File: src/rtl/lcd_rx.sv
// HD44780-compatible display-side receiver: samples the parallel LCD write bus,
// rebuilds bytes from nibbles, executes the instruction subset and holds a DDRAM image.
module lcd_rx #(
    parameter int DEPTH  = 16,
    parameter int ADDR_W = 4
) (
    input  logic              clk,
    input  logic              reset,
    input  logic              en,
    input  logic              rs,
    input  logic [3:0]        data,
    input  logic [ADDR_W-1:0] rd_addr,
    output logic [7:0]        rd_data,
    output logic              byte_valid,
    output logic [7:0]        byte_out,
    output logic              byte_rs,
    output logic [ADDR_W-1:0] cur_addr,
    output logic              mode_4bit,
    output logic [2:0]        disp_ctrl,
    output logic              incr,
    output logic              proto_err
);

    typedef enum logic {PH_HIGH, PH_LOW} phase_t;

    logic              en_s1_q, en_s2_q, rs_s1_q, rs_s2_q;
    logic [3:0]        data_s1_q, data_s2_q;
    logic              fall_q, rs_f_q;
    logic [3:0]        data_f_q;

    phase_t            phase_q, phase_d;
    logic [3:0]        hi_q, hi_d;
    logic              hi_rs_q, hi_rs_d;
    logic              mode_q, mode_d;
    logic [ADDR_W-1:0] ac_q, ac_d;
    logic [2:0]        disp_q, disp_d;
    logic              incr_q, incr_d;
    logic [DEPTH-1:0]  valid_q, valid_d;
    logic [7:0]        byte_out_q, byte_out_d;
    logic              byte_rs_q, byte_rs_d;
    logic              byte_valid_q, byte_valid_d;
    logic              perr_q, perr_d;

    logic              done, crs, wr_en;
    logic [7:0]        cbyte;
    logic [7:0]        mem [DEPTH];

    // Synchronisers, then a registered fall strobe carrying the bus values seen while en was high
    always_ff @(posedge clk) begin
        if (reset) begin
            en_s1_q   <= 1'b0;
            en_s2_q   <= 1'b0;
            rs_s1_q   <= 1'b0;
            rs_s2_q   <= 1'b0;
            data_s1_q <= 4'h0;
            data_s2_q <= 4'h0;
            fall_q    <= 1'b0;
            rs_f_q    <= 1'b0;
            data_f_q  <= 4'h0;
        end else begin
            en_s1_q   <= en;
            en_s2_q   <= en_s1_q;
            rs_s1_q   <= rs;
            rs_s2_q   <= rs_s1_q;
            data_s1_q <= data;
            data_s2_q <= data_s1_q;
            fall_q    <= en_s2_q & ~en_s1_q;
            rs_f_q    <= rs_s2_q;
            data_f_q  <= data_s2_q;
        end
    end

    always_comb begin
        phase_d      = phase_q;
        hi_d         = hi_q;
        hi_rs_d      = hi_rs_q;
        mode_d       = mode_q;
        ac_d         = ac_q;
        disp_d       = disp_q;
        incr_d       = incr_q;
        valid_d      = valid_q;
        byte_out_d   = byte_out_q;
        byte_rs_d    = byte_rs_q;
        byte_valid_d = 1'b0;
        perr_d       = perr_q;
        done         = 1'b0;
        crs          = 1'b0;
        cbyte        = 8'h00;
        wr_en        = 1'b0;

        if (fall_q) begin
            if (!mode_q) begin
                cbyte = {data_f_q, 4'h0};
                crs   = rs_f_q;
                done  = 1'b1;
            end else if (phase_q == PH_HIGH) begin
                hi_d    = data_f_q;
                hi_rs_d = rs_f_q;
                phase_d = PH_LOW;
            end else begin
                // The high nibble's rs governs the byte; a disagreeing low nibble is flagged
                cbyte   = {hi_q, data_f_q};
                crs     = hi_rs_q;
                done    = 1'b1;
                phase_d = PH_HIGH;
                if (rs_f_q != hi_rs_q) perr_d = 1'b1;
            end
        end

        if (done) begin
            byte_valid_d = 1'b1;
            byte_out_d   = cbyte;
            byte_rs_d    = crs;
            if (crs) begin
                wr_en          = 1'b1;
                valid_d[ac_q]  = 1'b1;
                ac_d           = incr_q ? ac_q + ADDR_W'(1) : ac_q - ADDR_W'(1);
            end else if (cbyte[7]) begin
                ac_d = cbyte[ADDR_W-1:0];
            end else if (cbyte[6]) begin
                perr_d = 1'b1;
            end else if (cbyte[5]) begin
                mode_d = ~cbyte[4];
                if (!cbyte[4]) phase_d = PH_HIGH;
            end else if (cbyte[4]) begin
                if (!cbyte[3]) ac_d = cbyte[2] ? ac_q + ADDR_W'(1) : ac_q - ADDR_W'(1);
            end else if (cbyte[3]) begin
                disp_d = cbyte[2:0];
            end else if (cbyte[2]) begin
                incr_d = cbyte[1];
            end else if (cbyte[1]) begin
                ac_d = '0;
            end else if (cbyte[0]) begin
                valid_d = '0;
                ac_d    = '0;
                incr_d  = 1'b1;
            end
        end
    end

    always_ff @(posedge clk) begin
        if (reset) begin
            phase_q      <= PH_HIGH;
            mode_q       <= 1'b0;
            ac_q         <= '0;
            disp_q       <= 3'b000;
            incr_q       <= 1'b1;
            valid_q      <= '0;
            byte_out_q   <= 8'h00;
            byte_rs_q    <= 1'b0;
            byte_valid_q <= 1'b0;
            perr_q       <= 1'b0;
        end else begin
            phase_q      <= phase_d;
            mode_q       <= mode_d;
            ac_q         <= ac_d;
            disp_q       <= disp_d;
            incr_q       <= incr_d;
            valid_q      <= valid_d;
            byte_out_q   <= byte_out_d;
            byte_rs_q    <= byte_rs_d;
            byte_valid_q <= byte_valid_d;
            perr_q       <= perr_d;
        end
    end

    // Character storage and the held high nibble need no reset; valid bits and phase mask them
    always_ff @(posedge clk) begin
        hi_q    <= hi_d;
        hi_rs_q <= hi_rs_d;
        if (wr_en && !reset) mem[ac_q] <= cbyte;
    end

    assign rd_data    = valid_q[rd_addr] ? mem[rd_addr] : 8'h20;
    assign byte_valid = byte_valid_q;
    assign byte_out   = byte_out_q;
    assign byte_rs    = byte_rs_q;
    assign cur_addr   = ac_q;
    assign mode_4bit  = mode_q;
    assign disp_ctrl  = disp_q;
    assign incr       = incr_q;
    assign proto_err  = perr_q;

endmodule

File: config.mk
export PLATFORM = sky130hd
export DESIGN_NAME = lcd_rx
export DESIGN_NICKNAME = d
export VERILOG_FILES = /design/src/rtl/lcd_rx.sv
export SDC_FILE = /design/constraint.sdc
export NUM_CORES = 1
export LEC_CHECK = 0
export CAP_MARGIN = 20
export CELL_PAD_IN_SITES_DETAIL_PLACEMENT = 2
export CELL_PAD_IN_SITES_GLOBAL_PLACEMENT = 2
export CORE_ASPECT_RATIO = 1.4
export CORE_UTILIZATION = 40
export DETAILED_ROUTE_END_ITERATION = 8
export PLACE_DENSITY_LB_ADDON = 0.1
export SYNTH_ARGS = -nofsm -noshare
export SYNTH_HDL_FRONTEND = slang
export SYNTH_SLANG_ARGS = --single-unit
File: constraint.sdc
create_clock -name clk -period 2.5 [get_ports clk]
set_input_delay 0.5 -clock clk [delete_from_list [all_inputs] [get_ports clk]]
set_output_delay 0.5 -clock clk [all_outputs]
set_load 0.005 [all_outputs]
Word-level counts from Yosys, hierarchy flattened
Memory sizes are Yosys's and may differ from the RTL's.
Index checks and enable logic that the tools add are counted.
{"block": "word_totals", "reg_bits": 60, "ram_bits": 128, "in_bits": 12, "output_inout_bits": 28, "word_cells": 122, "memories": 1}
{"name": "mem", "words": 16, "width": 8, "read_ports": 1, "rd_ports_with_merged_regs": 0, "write_ports": 1, "line_no": "46", "rtl": "logic [7:0] mem [DEPTH];"}
{"block": "classes", "add_sub_neg": 2, "magnitude_cmp": 3, "eq_ne": 13, "n_mux": 60, "n_bitwise": 10, "reduce_logical": 12}
{"cell": "$mux W16", "n": 9}
{"cell": "$mux W4", "n": 12}
{"cell": "$mux W1", "n": 33}
{"cell": "$mux W8", "n": 4}
{"cell": "$reduce_and A9 Y1", "n": 2}
{"cell": "$or A16 B16 Y16", "n": 1}
{"cell": "$ne A2 B2 Y1 const B", "n": 7}
{"cell": "$lt A4 B5 Y1 const B", "n": 2}
{"cell": "$ne A3 B2 Y1 const B", "n": 3}
{"cell": "$not A1 Y1", "n": 8}
{"cell": "$reduce_and A7 Y1", "n": 1}
{"cell": "$reduce_and A6 Y1", "n": 1}
{"cell": "$reduce_and A5 Y1", "n": 1}
{"cell": "$reduce_bool A5 Y1", "n": 1}
{"cell": "$add A4 B1 Y4 const B", "n": 1}
{"cell": "$bmux W1 S4", "n": 1}
{"cell": "$demux W1 S4", "n": 1}
{"cell": "$ge A4 B1 Y1 const B", "n": 1}
{"cell": "$ne A4 B2 Y1 const B", "n": 1}
{"cell": "$reduce_bool A2 Y1", "n": 2}
{"cell": "$sub A4 B1 Y4 const B", "n": 1}
{"cell": "$reduce_and A3 Y1", "n": 1}
{"cell": "$logic_and A1 B1 Y1", "n": 2}
{"cell": "$ne A2 B1 Y1 const B", "n": 1}
{"cell": "other kinds (3)", "n": 3}

Longest topological paths before layout
Gate-level depths: netlist of run 1.
{"block": "depth", "word_depth": 12, "ltp_mapped": 9, "ltp_nobuf": 8}

Worst setup path before layout of run 1
OpenSTA, ideal clock, no wires.
{"block": "synth_path", "path_type": "input-to-output", "from": "in rd_addr[0]", "to": "out rd_data[0]", "t_arrival_ns": 2.091, "required_time_ns": 2.000, "path_slack_ns": -0.091, "stages": 5, "path_buffers": 2, "path_cell_list": "buf_4 buf_2 mux4_2 mux4_2 nor2b_1"}
{"block": "synth_between", "elab_chain_len": 3, "word_cells_on_any_way": 4, "cone_classes": "3 x mux; 1 x memory"}
{"item": "start, declared", "line_no": "12", "rtl": "input logic [ADDR_W-1:0] rd_addr,"}
{"item": "$bmux W1 S4", "line_no": "174", "rtl": "assign rd_data = valid_q[rd_addr] ? mem[rd_addr] : 8'h20;"}
{"item": "$mux W1 (not written as such)", "line_no": "174"}
{"item": "$mux W8 *", "line_no": "174"}
{"item": "end, declared", "line_no": "13", "rtl": "output logic [7:0] rd_data,"}
Every way passes the cells marked *; elsewhere a longest branch is shown, timed or not. The select of a mux whose other input is x is not followed.

Worst setup path after layout of run 1
{"block": "layout_path", "from": "in rd_addr[0]", "to": "out rd_data[5]"}
The elaborated chain is that of the path after synthesis.

==> results of run 1 <==
## flip-flops by register name, indices dropped and copies added, names as in the netlist, 3 cells and up
signal     flops
valid_q       16
data_s2_q      4
hi_q           4
cur_addr       4
data_s1_q      4
byte_out       8
data_f_q       4
mem          128
disp_ctrl      3
## worst min-delay path by stage
| stage | end | slack, ps | cells past startpoint |
|---|---|---|---|
| final | fall_q | 420 | 1 |
| after global routing | fall_q | 460 | 1 |
| after global placement | fall_q | 400 | 1 |
| after floorplan | fall_q | 390 | 1 |
| after CTS | fall_q | 430 | 1 |
| after detailed placement | fall_q | 420 | 1 |
## area by class of cell
| type | instances | area share [%] |
|---|---|---|
| clock inverter | 10 | 0.951 |
| clock buffer | 22 | 5.63 |
| inverter | 11 | 0.448 |
| tap | 240 | 3.26 |
| multi-input combinational | 244 | 24.8 |
| timing repair buffer | 87 | 9.54 |
| sequential | 188 | 55.3 |
## synthesized netlist by cell type (4+ instances only)
cell type	instances
o21ai_0	4
a21oi_1	8
nand2_1	17
xor2_1	4
buf_2	4
inv_1	8
clkbuf_1	11
edfxtp_1	133
mux4_2	44
a31oi_1	16
mux2i_1	6
nand3_1	4
nand2b_1	4
a22oi_1	5
nor3_1	9
ha_1	6
dfxtp_1	55
nor2_1	49
nor2b_1	27
## repair_timing
action	CTS	global route
setup endpoints to repair	8	30
cloned	3	0
hold buffers	0	0
buffers inserted	1	2
pin swaps	2	2
gates resized for setup	55	9
## through the flow
step | instance area, um^2 | hold slack, ps | setup TNS [ps]
6_report | 9210 | 420 | -860
5_1_grt | 9210 | 455 | -1220
4_1_cts | 9150 | 429 | -1070
3_5_place_dp | 8430 | 417 | -5680
3_3_place_gp | 8430 | 403 | -5460
2_1_floorplan | 7490 | 388 | 0
## cell families after synthesis
family                     Yosys count  synth area share (%)
and+or+nand+nor                    123                  8.17
adders and majority gates            6                  1.00
DFF                                188                  68.1
AOI/OAI and AO/OA                   59                  5.87
xor gates and xnor gates             5                 0.586
muxes                               51                  14.2
buffers and inverters               31                  2.02
## power groups by stage
stage | Clock [mW] | Combinational [mW] | Sequential [mW]
after floorplan | 0 | 0.124 | 3.38
after global placement | 0 | 0.202 | 3.38
after global routing | 2.92 | 0.256 | 3.31
after detailed placement | 0 | 0.205 | 3.38
final | 2.77 | 0.239 | 3.31
after CTS | 2.81 | 0.233 | 3.31
## worst max-delay path: stages
cell    delay (ps)
buf_16         130
buf_12         160
mux4_2         510
mux4_2         480
or2_1          220
buf_2          130
## routing by layer
metal  part of all wire (%)  routed length (um)
met1                     39                8130
met2                     57               11900
met4                    1.4                 287
met3                    2.7                 573
met5                      0                   0
==> results.toml, run 1 <==
[global_routing]
grt_util_met1_pct = 26.5
busiest_layer = "met2"
antenna_found_initial = 0
grtUsageMet2_pct = 44.9
grt-ovfl-total = 0
met3_usage_pct = 3.68
grt_max_degree = 42
grt_pass1_wl_mm = 31.9
grt_pass1_vias = 5041
grtUsageTotal_pct = 23.4

[placed_design]
io_buffer_count = 39
hpwl_mm = 13.9
place_congestion = 0.800
place_inst = 764
pre_cts_ws_ps = -766

[pwr]
switchingPower_mw = 1.37
cellPowerDensity_nw_per_um2 = 686
total_power_mw = 6.31
clkPwrFrac_pct = 43.8
switching_share_pct = 21.7
leakage_nw = 3.09
max-vdd-ir-drop_mv = 0.451
comb_power_share_pct = 3.8
p_seq_share_pct = 52.4
internal_power_mw = 4.95

[synthesis]
yosysUniqueCellTypes = 56
synth.area.top_cells = "edfxtp_1 (53%), dfxtp_1 (15%), mux4_2 (13%)"
synth-async-reset-ratio_pct = 0
syn_nets = 481
yosysSeqAreaShare_pct = 68.1
synth-edff-count = 133
syn_area_um2 = 7480
ys_seq_elements = 188
postSynthAreaPerCell_um2 = 16.1
synth.top_cell.area_share_pct = 53.4
synth_top_area_cell = "edfxtp_1"
synth_top_flop_cell = "edfxtp_1"
syn-instance-count = 463
yosys_warnings = 0

[final_layout]
stdcell_count = 802
layout_common_cells = "edfxtp_1 (133), dfxtp_1 (54), nor2_1 (49), mux4_2 (44), buf_4 (36)"
post-route-util_pct = 50.8
multi_input_area_um2 = 2290
nFillCells = 1711
num_antenna_cells = 0
synthToLayoutAreaGrowth_pct = 23.2
nets = 567
register_area_um2 = 5100
layout_commonest_cell = "edfxtp_1"
drive_gt1_share_pct = 27.4

[worst_setup_path]
reg2regPathDepth = 8
setup.worst_path.end_class = "output pin"
rr_startpoint = "mode_4bit"
critical_path.startpoint_type = "primary input"
worst_ep_arrival_time_ps = 2130
critPathLaunch = "rd_addr[0]"
r2r_end = "cur_addr[2]"
crit_type = "in -> out"
crit_end = "rd_data[5]"
required_ps = 2000
reg2reg_slack_ps = 190
worst-path-max-fanout = 8

[clock_network]
clk_pin_slew_ps = 70
htree_levels = 4
insertion_delay_ps = 440
clockBufferDepth = 2
clock-sinks = 188
tritoncts = "done"
numCtsBuffers = 17
cts_root_buf = "clkbuf_16"

[run_status]
status = "finished with violations"
violations = "negative setup slack"

[timing]
setup_ws_ps = -132
fmax_mhz = 380
worst_pin_slew_ps = 659
finalHoldViolCount = 0
period_needed_ps = 2630
slew_violations = 0
finClkSkew_ps = 13.2
max-slew-margin-rel_pct = 56.0
fin_crit_sh_pct = 105
setup_viol = 8
rsz0062_at_grt = "true"

[routing]
dr_total_vias = 4462
post_drt_via_cell_ratio = 5.56
ant_nets = 0
drt-pass1-iter-count = 4
wire_per_inst_um = 26.0
drt_iter0_markers = 331
drt_drc_violations_left = 0
route.final.wire_length_mm = 20.9

[min_path]
min_path_type = "reg -> reg"
hp-start = "en_s1_q"

[die]
die_y_um = 164
row_count = 58
coreArea_um2 = 18100
dieWidth_um = 118
die_area_um2 = 19300
initial_core_util_pct = 41.2
io_pins = 40

[job]
drv_cap = 0
Power figures use the tool's default switching activity.
==> run 2: changes to the inputs <==
ABC_CLOCK_PERIOD_IN_PS = 2500   (was not set)
==> results of run 2 <==
The final DEF is identical to that of run 1; final timing and power are the same.
==> run 3: changes to the inputs <==
CORE_UTILIZATION = 42   (was 40)
CTS_BUF_LIST = sky130_fd_sc_hd__clkbuf_2   (was not set)
==> results.toml, run 3 (synthesized netlist as in run 1, its figures left out) <==
[routing]
ant_nets = 0
drt-pass1-iter-count = 4
route.final.wire_length_mm = 20.1
drt_drc_violations_left = 0
post_drt_via_cell_ratio = 5.55
drt_iter0_markers = 218
dr_total_vias = 4418
wire_per_inst_um = 25.2

[timing]
fmax_mhz = 326
max-slew-margin-rel_pct = 60.1
worst_pin_slew_ps = 598
slew_violations = 0
finClkSkew_ps = 45.4
finalHoldViolCount = 0
rsz0062_at_grt = "true"
fin_crit_sh_pct = 123
period_needed_ps = 3070
setup_ws_ps = -569
setup_viol = 8

[pwr]
total_power_mw = 5.14
cellPowerDensity_nw_per_um2 = 591
leakage_nw = 2.84
max-vdd-ir-drop_mv = 0.285

[final_layout]
largest_reg_flops = 128
nets = 564
layout_commonest_cell = "edfxtp_1"
top_register = "mem"
drive_gt1_share_pct = 27.0
layout_common_cells = "edfxtp_1 (133), dfxtp_1 (51), nor2_1 (49), mux4_2 (44), buf_4 (40)"
synthToLayoutAreaGrowth_pct = 16.3
nFillCells = 1716

[worst_setup_path]
worst_ep_arrival_time_ps = 2570
max_stage_delay_ps = 490
slowest_stage = "edfxtp_1"
critical_path.startpoint_type = "register"
crit_type = "reg -> out"
required_ps = 2000
cpMostUsedCell = "mux4_2"
cp_cell_sequence = "mux4_2 > mux4_2 > or2_1 > buf_2"
worst-path-max-fanout = 1
setup.worst_path.end_class = "output pin"

[placed_design]
hpwl_mm = 13.8
io_buffer_count = 39
pre_cts_ws_ps = -728
place_congestion = 0.752

[clock_network]
clk_pin_slew_ps = 310
clockBufferDepth = 2
clock-sinks = 188
htree_levels = 4
cts_hold_buf = 0
numCtsBuffers = 17
insertion_delay_ps = 760
cts_root_buf = "clkbuf_2"
tritoncts = "done"

[die]
die_y_um = 160
io_pins = 40
row_count = 57
die_area_um2 = 18300
initial_core_util_pct = 43.0
coreArea_um2 = 17400
dieWidth_um = 115

[global_routing]
grt_max_degree = 42
grtUsageTotal_pct = 23.6
grt-ovfl-total = 0
grt_pass1_vias = 4982
grt_pass1_wl_mm = 30.6
antenna_found_initial = 1

[run_status]
violations = "negative setup slack"
status = "finished with violations"

[min_path]
min_path_type = "in -> reg"

[job]
drv_cap = 0
-- run 3: cell count changes in the layout (fill, tap and decap cells not counted), moves of 5 or more --
cell and delta:
nor2b_4 -5, clkbuf_16 -20, clkinvlp_4 +5, clkbuf_2 +17
-- run 3: report_power, final --
group | leakage, nW | internal [mW] | total [mW] | switching (mW)
Sequential | 1.55 | 3.31 | 3.31 | 0.00865
Combinational | 1.14 | 0.104 | 0.198 | 0.0940
Clock | 0.145 | 0.500 | 1.63 | 1.13
Total | 2.84 | 3.91 | 5.14 | 1.23
-- run 3: final timing paths --
path                            startpoint     endpoint  slack (ps)  cells past startpoint
worst min register to register     en_s1_q       fall_q         450                      1
worst max-delay path             mem[0][5]   rd_data[5]        -570                      4
worst max register to register      fall_q  cur_addr[3]         220                      7
worst min-delay path                    en      en_s1_q         260                      2
-- run 3: critical path, delay by kind of cell, from the launching register on --
kind,cells,cell delay (ps)
multiplexers,2,970
flip-flops,1,490
AND/OR/NAND/NOR,1,210
buffers and inverters,1,120
-- run 3: cell type report --
type	instances	area [um^2]	share of cell area (%)
Multi-Input combinational cell	244	2260	26.0
Inverter	11	41.3	0.475
Clock inverter	15	184	2.11
Antenna cell	1	2.50	0.0288
Timing Repair Buffer	84	719	8.27
Tap cell	236	295	3.40
Clock buffer	17	85.1	0.978
Sequential cell	188	5100	58.7
-- run 3: repair_timing --
| item | 4_1_cts | 5_1_grt |
|---|---|---|
| gates resized for setup | 43 | 6 |
| setup endpoints to repair | 10 | 47 |
| setup buffers | 3 | 1 |
| pin swaps | 2 | 2 |
-- run 3: routing by layer --
metal	routed length, um	GRT usage (%)
met1	7910	27.1
met2	11000	43.1
met3	627	3.61
met4	507	9.86
met5	0	0
-- run 3: through the flow --
step                      utilization [%]  std cells  setup TNS (ps)  instance area [um^2]  hold WS [ps]
after floorplan                         -        463               0                  7490           388
after global placement               48.2        759           -5350                  8380           400
after CTS                            49.8        794           -4810                  8670           143
final                                50.0        796           -3700                  8700           259
after global routing                 50.0        796           -5020                  8700           158
after detailed placement             48.2        759           -5520                  8380           425
